--- src/rtl/sd_deser_arbiter.sv ---
// Packet-locked round-robin arbiter feeding one serial deserializer.
// A grant is held from a frame's first beat until its end-of-frame beat transfers.
module sd_deser_arbiter #(
  parameter  int NUM_CH    = 4,
  parameter  int SER_WIDTH = 8,
  localparam int CH_SZ     = $clog2(NUM_CH)
) (
  input  logic                        clk,
  input  logic                        reset,
  input  logic [NUM_CH-1:0]           c_srdy,
  input  logic [NUM_CH*SER_WIDTH-1:0] c_data,
  input  logic [NUM_CH-1:0]           c_ef,
  output logic [NUM_CH-1:0]           c_drdy,
  output logic                        p_srdy,
  output logic [SER_WIDTH-1:0]        p_data,
  output logic                        p_ef,
  input  logic                        p_drdy,
  output logic [CH_SZ-1:0]            p_chan,
  output logic                        p_lock
);

  typedef enum logic {
    ST_IDLE = 1'b0,
    ST_LOCK = 1'b1
  } state_t;

  state_t           r_st;
  state_t           w_st_nxt;
  logic [CH_SZ-1:0] r_cur_ch;
  logic [CH_SZ-1:0] r_last_ch;
  logic [CH_SZ-1:0] w_cur_nxt;
  logic [CH_SZ-1:0] w_last_nxt;

  logic [CH_SZ-1:0]     w_sel;
  logic [CH_SZ-1:0]     w_cand;
  logic                 w_hit;
  logic                 w_xfer;
  logic [SER_WIDTH-1:0] w_data_arr [NUM_CH];

  always_comb begin
    for (int i = 0; i < NUM_CH; i++) begin
      w_data_arr[i] = c_data[i*SER_WIDTH +: SER_WIDTH];
    end
  end

  // Channel selection: locked channel while in a frame, else rotate from last_ch+1.
  always_comb begin
    // NOTE: every combinational output is given a default first so no latch is inferred.
    w_sel  = r_cur_ch;
    w_cand = r_cur_ch;
    w_hit  = 1'b0;
    if (r_st == ST_IDLE) begin
      for (int i = 1; i <= NUM_CH; i++) begin
        w_cand = CH_SZ'((int'(r_last_ch) + i) % NUM_CH);
        if (!w_hit && c_srdy[w_cand]) begin
          w_hit = 1'b1;
          w_sel = w_cand;
        end
      end
    end
  end

  always_comb begin
    p_srdy         = c_srdy[w_sel];
    p_data         = w_data_arr[w_sel];
    p_ef           = c_ef[w_sel];
    p_chan         = w_sel;
    p_lock         = (r_st == ST_LOCK);
    c_drdy         = '0;
    c_drdy[w_sel]  = p_drdy & c_srdy[w_sel];
  end

  assign w_xfer = p_srdy & p_drdy;

  always_comb begin
    w_st_nxt   = r_st;
    w_cur_nxt  = r_cur_ch;
    w_last_nxt = r_last_ch;
    unique case (r_st)
      ST_IDLE: begin
        if (w_xfer) begin
          w_cur_nxt = w_sel;
          if (p_ef) begin
            w_last_nxt = w_sel;
          end else begin
            w_st_nxt = ST_LOCK;
          end
        end
      end
      ST_LOCK: begin
        if (w_xfer && p_ef) begin
          w_st_nxt   = ST_IDLE;
          w_last_nxt = r_cur_ch;
        end
      end
      default: w_st_nxt = ST_IDLE;
    endcase
  end

  // last_ch resets to the top channel so channel 0 wins the first search.
  always_ff @(posedge clk) begin
    // NOTE: sequential state uses non-blocking assignments so every register
    // samples the pre-edge values regardless of statement order.
    if (reset) begin
      r_st      <= ST_IDLE;
      r_cur_ch  <= '0;
      r_last_ch <= CH_SZ'(NUM_CH - 1);
    end else begin
      r_st      <= w_st_nxt;
      r_cur_ch  <= w_cur_nxt;
      r_last_ch <= w_last_nxt;
    end
  end

endmodule

--- config.mk ---
export PLATFORM = sky130hd
export DESIGN_NAME = sd_deser_arbiter
export DESIGN_NICKNAME = d
export VERILOG_FILES = /design/src/rtl/sd_deser_arbiter.sv
export SDC_FILE = /design/constraint.sdc
export NUM_CORES = 1
export LEC_CHECK = 0
export CORE_UTILIZATION = 41
export CTS_CLUSTER_DIAMETER = 100
export DETAILED_ROUTE_END_ITERATION = 7
export GPL_TIMING_DRIVEN = 0
export HOLD_SLACK_MARGIN = 0.1
export PLACE_DENSITY = 0.85
export SYNTH_ARGS = -nofsm -noshare
export SYNTH_HDL_FRONTEND = slang
export SYNTH_SLANG_ARGS = --single-unit
--- constraint.sdc ---
create_clock -name clk -period 8.3 [get_ports clk]
set_clock_uncertainty 0.15 [all_clocks]
set_input_delay 1.245 -clock clk [delete_from_list [all_inputs] [get_ports clk]]
set_output_delay 1.245 -clock clk [all_outputs]
set_load 0.02 [all_outputs]
==> summary.txt, run 1 <==
Run status
  – Status: completed

Final layout
  – Register area: 100.1 sq um
  – Synth-to-Final Area Change: 63.46%
  – Most frequent cells in the layout: clkdlybuf4s50_1 (59), mux2i_1 (29), nor2_1 (15), buf_2 (8), inv_1 (8)
  – Commonest non-fill, non-tap cell in the layout: clkdlybuf4s50_1
  – Post-layout util: 73.78%
  – Footprint of the multi-input gates: 809.5 sq um
  – Layout Nets: 241
  – Share of cells above drive strength 1: 10.15%
  – Diode count: 0
  – Non-filler instance count after layout: 225
  – FILL cells: 166

Route
  – Met3 routed WL: 312 microns
  – Routed Antenna Nets: 0
  – M1 WL: 1.246 mm
  – Drt first-iter violations: 20
  – First-pass DRT Iterations: 4
  – DRC: 0
  – Met2 WL: 1.612 mm
  – Max Used Layer: met4
  – Wire length per cell: 14.54 microns
  – Via density: 5.689
  – Detailed Route WL: 3.272 mm
  – Via count: 1280

Clock network
  – Clock slew at the register clock pins of the worst setup and hold paths: 0.04 ns
  – Root Driver: clkbuf_4
  – TritonCTS clock tree: yes
  – Worst-Skew Late Latency: 0.23 ns
  – H-tree depth: 1
  – Setup Fix Bufs, Post-CTS: 0
  – Clock buffer depth: 2
  – Post_cts resized: 0
  – CTS Sinks: 5
  – Cts hold-fix bufs: 0
  – Inserted Clock Buffers: 3

Synth
  – Synth Area per Inst: 7.666 sq um
  – Synth Flop Type: dfxtp_1
  – Post-synth EDFFs: 0
  – Yosys reg bits: 5
  – Mapped Nets: 177
  – Post-Syn Instances: 134
  – Synth warn: 0
  – Post-synthesis sequential area ratio: 9.744%
  – Async SR Flop Fraction: 0%
  – Post-synth cell types: 46
  – Post-synthesis cell area: 0.001027 sq mm

Place
  – DP Worst Slack: 2.547 ns
  – Post-Place Cells: 221
  – Final RePlAce weighted congestion: 0.8859
  – DP Wirelength: 2.642 mm
  – I/O Buffers: 59

GRT
  – Pin count of the biggest net entering global routing: 11
  – Initial antenna violation count: 0
  – Overflow after GRT: 0
  – First-pass GRT wire length: 5.119 mm
  – Vias in the first global route: 1215
  – Total track usage: 24.95%

Floorplanning
  – Initial Utilization: 45.13%
  – Core Area: 0.002276 sq mm
  – Die X: 52.06 microns
  – Die Span Y: 52.06 microns
  – Row count: 17
  – I/O pin cnt: 60
  – Die area: 0.002710 sq mm

Timing
  – RSZ-0062 raised after global routing: false
  – PnR worst setup slack: 2.491 ns
  – Worst-Margin Slew: 0.4867 ns
  – Fin crit share: 69.98%
  – # setup viols final: 0
  – Final Hold Fails: 0
  – FMAX: 172.2 MHz
  – Setup total negative slack: 0 ns
  – Rel. slew slack: 67.48%
  – Max-slew violations: 0
  – Min cycle time layout: 5.809 ns

Flow run
  – Maximum capacitance violations: 0

Min path
  – Hold Crit Start: r_cur_ch[1]
  – Hold Crit Class: register to register

Critical path
  – Setup crit end kind: output pin
  – CP Data Arrival Time: 4.41 ns
  – FF-to-FF Start: r_last_ch[1]
  – Critical Path Start: c_srdy[1]
  – Startpoint Class: input port
  – Critical path type: input port to output pin
  – CP max FO: 10
  – Req. time, crit path: 6.90 ns

Power
  – Pwr/cell area: 329.7 mW/mm^2
  – VDD IR-drop max: 335.6 uV
  – Total Power: 0.5537 mW
  – Pleak: 0.6819 nW
[Yosys cell counts (2+ instances only)]
| master | number | area, sq um |
|---|---|---|
| mux2i_1 | 29 | 290.3 |
| nor2_1 | 15 | 56.30 |
| buf_2 | 8 | 40.04 |
| inv_1 | 8 | 30.03 |
| a21oi_1 | 6 | 30.03 |
| dfxtp_1 | 5 | 100.1 |
| nor3_1 | 5 | 25.02 |
| nor3b_1 | 5 | 37.54 |
| nand2_1 | 4 | 15.01 |
| nand2b_1 | 4 | 25.02 |
| nand3_1 | 4 | 20.02 |
| a211o_1 | 2 | 17.52 |
| a31oi_1 | 2 | 12.51 |
| buf_6 | 2 | 22.52 |
| nand3b_1 | 2 | 15.01 |
| o21ai_0 | 2 | 10.01 |
| or2_1 | 2 | 12.51 |
[routing by layer]
metal	vias up	global-route usage [%]
met4	0	9.459
met5	-	0
met3	9	8.772
met1	585	26.34
li1	627	-
met2	59	44.66
[cells by family (layout without fill, tap and decap cells)]
logic type	count (synthesis)	in the layout	share of synthesized area [%]
and+or+nand+nor	47	47	24.60
AOI/OAI and AO/OA	32	32	25.95
muxes	29	29	28.26
buffers and inverters	21	84	11.45
DFF	5	5	9.745
[worst max-delay path, stage by stage]
cell and delay [ns]:
clkdlybuf4s50_1 0.43, buf_2 0.19, nor3b_1 0.28, a211oi_1 0.09
nor3_1 0.43, o21ai_1 0.11, nor2_1 0.16, or2_1 0.14
buf_6 0.14, inv_12 0.05, buf_2 0.21, mux2i_1 0.14
mux2i_1 0.16, clkdlybuf4s50_1 0.64
[power by group]
| group | switching [mW] | internal [mW] | total [mW] |
|---|---|---|---|
| Combinational | 0.255 | 0.231 | 0.486 |
| Sequential | 0.00873 | 0.0325 | 0.0412 |
| Clock | 0.00844 | 0.0181 | 0.0265 |
| Total | 0.272 | 0.282 | 0.554 |
[final cells by class]
| class | instances | share of cell area, % |
|---|---|---|
| inverter | 9 | 2.757 |
| multi-input combinational | 108 | 48.21 |
| buffer | 12 | 4.247 |
| tap | 28 | 2.086 |
| sequential | 5 | 5.961 |
| clock buffer | 4 | 1.565 |
| timing repair buffer | 59 | 35.17 |
[through the flow]
step / hold slack [ns] / instance area [sq um]
4_1_cts: 0.3949 / 1679
2_1_floorplan: 0.3491 / 1027
3_3_place_gp: 0.3860 / 1653
6_report: 0.4099 / 1679
3_5_place_dp: 0.3814 / 1653
5_1_grt: 0.4463 / 1679
[path summary, 6_finish.rpt]
path	to	slack, ns	cells after the start
setup / recovery	p_data[7]	2.49	14
hold / removal	r_cur_ch[1]	0.41	2
setup reg to reg	r_last_ch[0]	5.38	12
hold reg to reg	r_cur_ch[1]	0.41	2
(Power assumes the default switching activity.)
==> run 2, diff against run 1 <==
--- a/config.mk
+++ b/config.mk
@@ -5,12 +5,12 @@
 export SDC_FILE = /design/constraint.sdc
 export NUM_CORES = 1
 export LEC_CHECK = 0
-export CORE_UTILIZATION = 41
+export CORE_UTILIZATION = 38
 export CTS_CLUSTER_DIAMETER = 100
 export DETAILED_ROUTE_END_ITERATION = 7
 export GPL_TIMING_DRIVEN = 0
 export HOLD_SLACK_MARGIN = 0.1
-export PLACE_DENSITY = 0.85
+export PLACE_DENSITY = 0.8
 export SYNTH_ARGS = -nofsm -noshare
 export SYNTH_HDL_FRONTEND = slang
 export SYNTH_SLANG_ARGS = --single-unit
==> constraint.sdc (replaced) <==
create_clock -name clk -period 5.6 [get_ports clk]
set_clock_uncertainty 0.15 [all_clocks]
set_input_delay 0.84 -clock clk [delete_from_list [all_inputs] [get_ports clk]]
set_output_delay 0.84 -clock clk [all_outputs]
set_load 0.02 [all_outputs]
==> run 2 against run 1 <==
Combinational power grew 48%. Critical path depth stayed put. Routed wire length decreased by 4.3%. Total power is 48% higher. Sequential share of layout area about the same. Core utilization decreased by 7.1 points. First-iteration DRC count up 25%.
==> summary.txt, run 2 (synthesis gave the netlist of run 1 again) <==
Critical path
  – CP peak stage delay: 0.64 ns
  – Buffer and inverter count on the worst path: 6
  – Critical-path top delay cell: clkdlybuf4s50_1
  – FF-to-FF Start: r_last_ch[1]
  – Reg2reg setup slack: 2.70 ns
  – CP Data Arrival Time: 4.02 ns
  – Worst path top cell family by delay: buffers and inverters
  – Startpoint Class: input port
  – Worst R2R Path Depth: 12
  – Critical path type: input port to output pin
  – Critical Path Start: c_srdy[1]
  – Reg2reg end: r_last_ch[0]
  – CP max FO: 10
  – Req. time, crit path: 4.61 ns
  – Setup crit end kind: output pin
  – Crit-path cells: clkdlybuf4s50_1 > buf_2 > nor3b_1 > a211oi_1 > nor3_1 > o21ai_1 > nor2_1 > or2_1 > buf_6 > inv_12 > buf_2 > mux2i_1 > mux2i_1 > clkdlybuf4s50_1

Route
  – DRC: 0
  – Max Used Layer: met3
  – Routed Antenna Nets: 0
  – Wire length per cell: 13.79 microns
  – Detailed Route WL: 3.131 mm
  – Via density: 5.581
  – First-pass DRT Iterations: 4
  – Met2 WL: 1.551 mm
  – Drt first-iter violations: 25
  – Via count: 1267
  – M1 WL: 1.294 mm
  – Met3 routed WL: 285 microns

Clock network
  – Setup Fix Bufs, Post-CTS: 0
  – Inserted Clock Buffers: 3
  – Root Driver: clkbuf_4
  – Post_cts resized: 0
  – Clock slew at the register clock pins of the worst setup and hold paths: 0.04 ns
  – Cts hold-fix bufs: 0
  – CTS Sinks: 5
  – Worst-Skew Late Latency: 0.24 ns
  – Clock buffer depth: 2
  – TritonCTS clock tree: yes
  – H-tree depth: 1

Final layout
  – Synth-to-Final Area Change: 63.70%
  – Final Cell Area: 0.001682 sq mm
  – Diode count: 0
  – Non-filler instance count after layout: 227
  – Post-layout util: 66.67%
  – FILL cells: 221
  – Most frequent cells in the layout: clkdlybuf4s50_1 (59), mux2i_1 (29), nor2_1 (15), buf_2 (8), inv_1 (8)
  – Commonest non-fill, non-tap cell in the layout: clkdlybuf4s50_1
  – Layout Nets: 241
  – Share of cells above drive strength 1: 10.15%

Min path
  – Hold Crit Class: register to register
  – Worst Hold Endpoint: r_cur_ch[1]
  – Hold Crit Start: r_cur_ch[1]
  – Hold Path Depth: 2

Floorplanning
  – Core Area: 0.002522 sq mm
  – Die X: 53.99 microns
  – Die Span Y: 53.99 microns
  – Die area: 0.002915 sq mm
  – I/O pin cnt: 60
  – Initial Utilization: 40.72%
  – Row count: 18

GRT
  – Initial antenna violation count: 0
  – Vias in the first global route: 1185
  – Overflow after GRT: 0
  – First-pass GRT wire length: 4.968 mm
  – Pin count of the biggest net entering global routing: 11
  – Total track usage: 22.61%

Place
  – Cell Area, Placed: 0.001655 sq mm
  – Final RePlAce weighted congestion: 0.8497
  – I/O Buffers: 59
  – DP Worst Slack: 0.5760 ns
  – Post-Place Cells: 223
  – DP Wirelength: 2.551 mm

Timing
  – RSZ-0062 raised after global routing: false
  – FMAX: 199.4 MHz
  – Max-slew violations: 0
  – Rel. slew slack: 64.56%
  – PnR worst setup slack: 0.5853 ns
  – Fin crit share: 89.55%
  – Min cycle time layout: 5.015 ns
  – # setup viols final: 0
  – Final Hold Fails: 0
  – Worst-Margin Slew: 0.5168 ns
  – Setup total negative slack: 0 ns
  – Worst hold slack: 0.3851 ns

Power
  – VDD IR-drop max: 491.3 uV
  – Pleak: 0.6819 nW
  – Total Power: 0.8202 mW
  – Pwr/cell area: 487.7 mW/mm^2

Flow run
  – Maximum capacitance violations: 0

Run status
  – Status: completed
[run 2: cell counts in the layout (fill, tap and decap cells not counted)]
No cell type changed its count.
[run 2: worst min-delay path, stage by stage (launching register included)]
cell and delay (ns):
dfxtp_1 0.32, a21oi_1 0.12, nor3_1 0.06
[run 2: per-layer routing]
metal | global-route usage (%) | up-vias
met5 | 0 | -
met4 | 3.419 | 0
met3 | 5.367 | 0
met2 | 42.18 | 58
met1 | 26.19 | 578
li1 | - | 631
[run 2: power breakdown]
part | switching [mW] | internal [mW] | leakage, nW
combinational | 0.377 | 0.342 | 0.626
clock | 0.0140 | 0.0269 | 0.0150
sequential | 0.0120 | 0.0482 | 0.0413
[run 2: layout make-up]
| cell class | count | area, sq um | share of cell area (%) |
|---|---|---|---|
| tap | 30 | 37.54 | 2.232 |
| clock buffer | 4 | 26.28 | 1.563 |
| sequential | 5 | 100.1 | 5.952 |
| timing repair buffer | 59 | 590.6 | 35.12 |
| inverter | 9 | 46.29 | 2.753 |
| multi-input combinational | 108 | 809.5 | 48.14 |
| buffer | 12 | 71.32 | 4.241 |
[run 2: how the worst max path moves through the flow]
stage / to / depth (start not counted)
2_1_floorplan: p_data[4] / 12
3_3_place_gp: p_data[3] / 14
3_5_place_dp: p_data[4] / 14
4_1_cts: p_data[4] / 14
5_1_grt: p_data[4] / 14
6_report: p_data[4] / 14
==> run 3, diff against run 2 <==
--- a/config.mk
+++ b/config.mk
@@ -5,6 +5,7 @@
 export SDC_FILE = /design/constraint.sdc
 export NUM_CORES = 1
 export LEC_CHECK = 0
+export CAP_MARGIN = 5
 export CORE_UTILIZATION = 38
 export CTS_CLUSTER_DIAMETER = 100
 export DETAILED_ROUTE_END_ITERATION = 7
==> results of run 3 <==
Same layout as run 2: the final DEF is identical, and so are final timing and power.
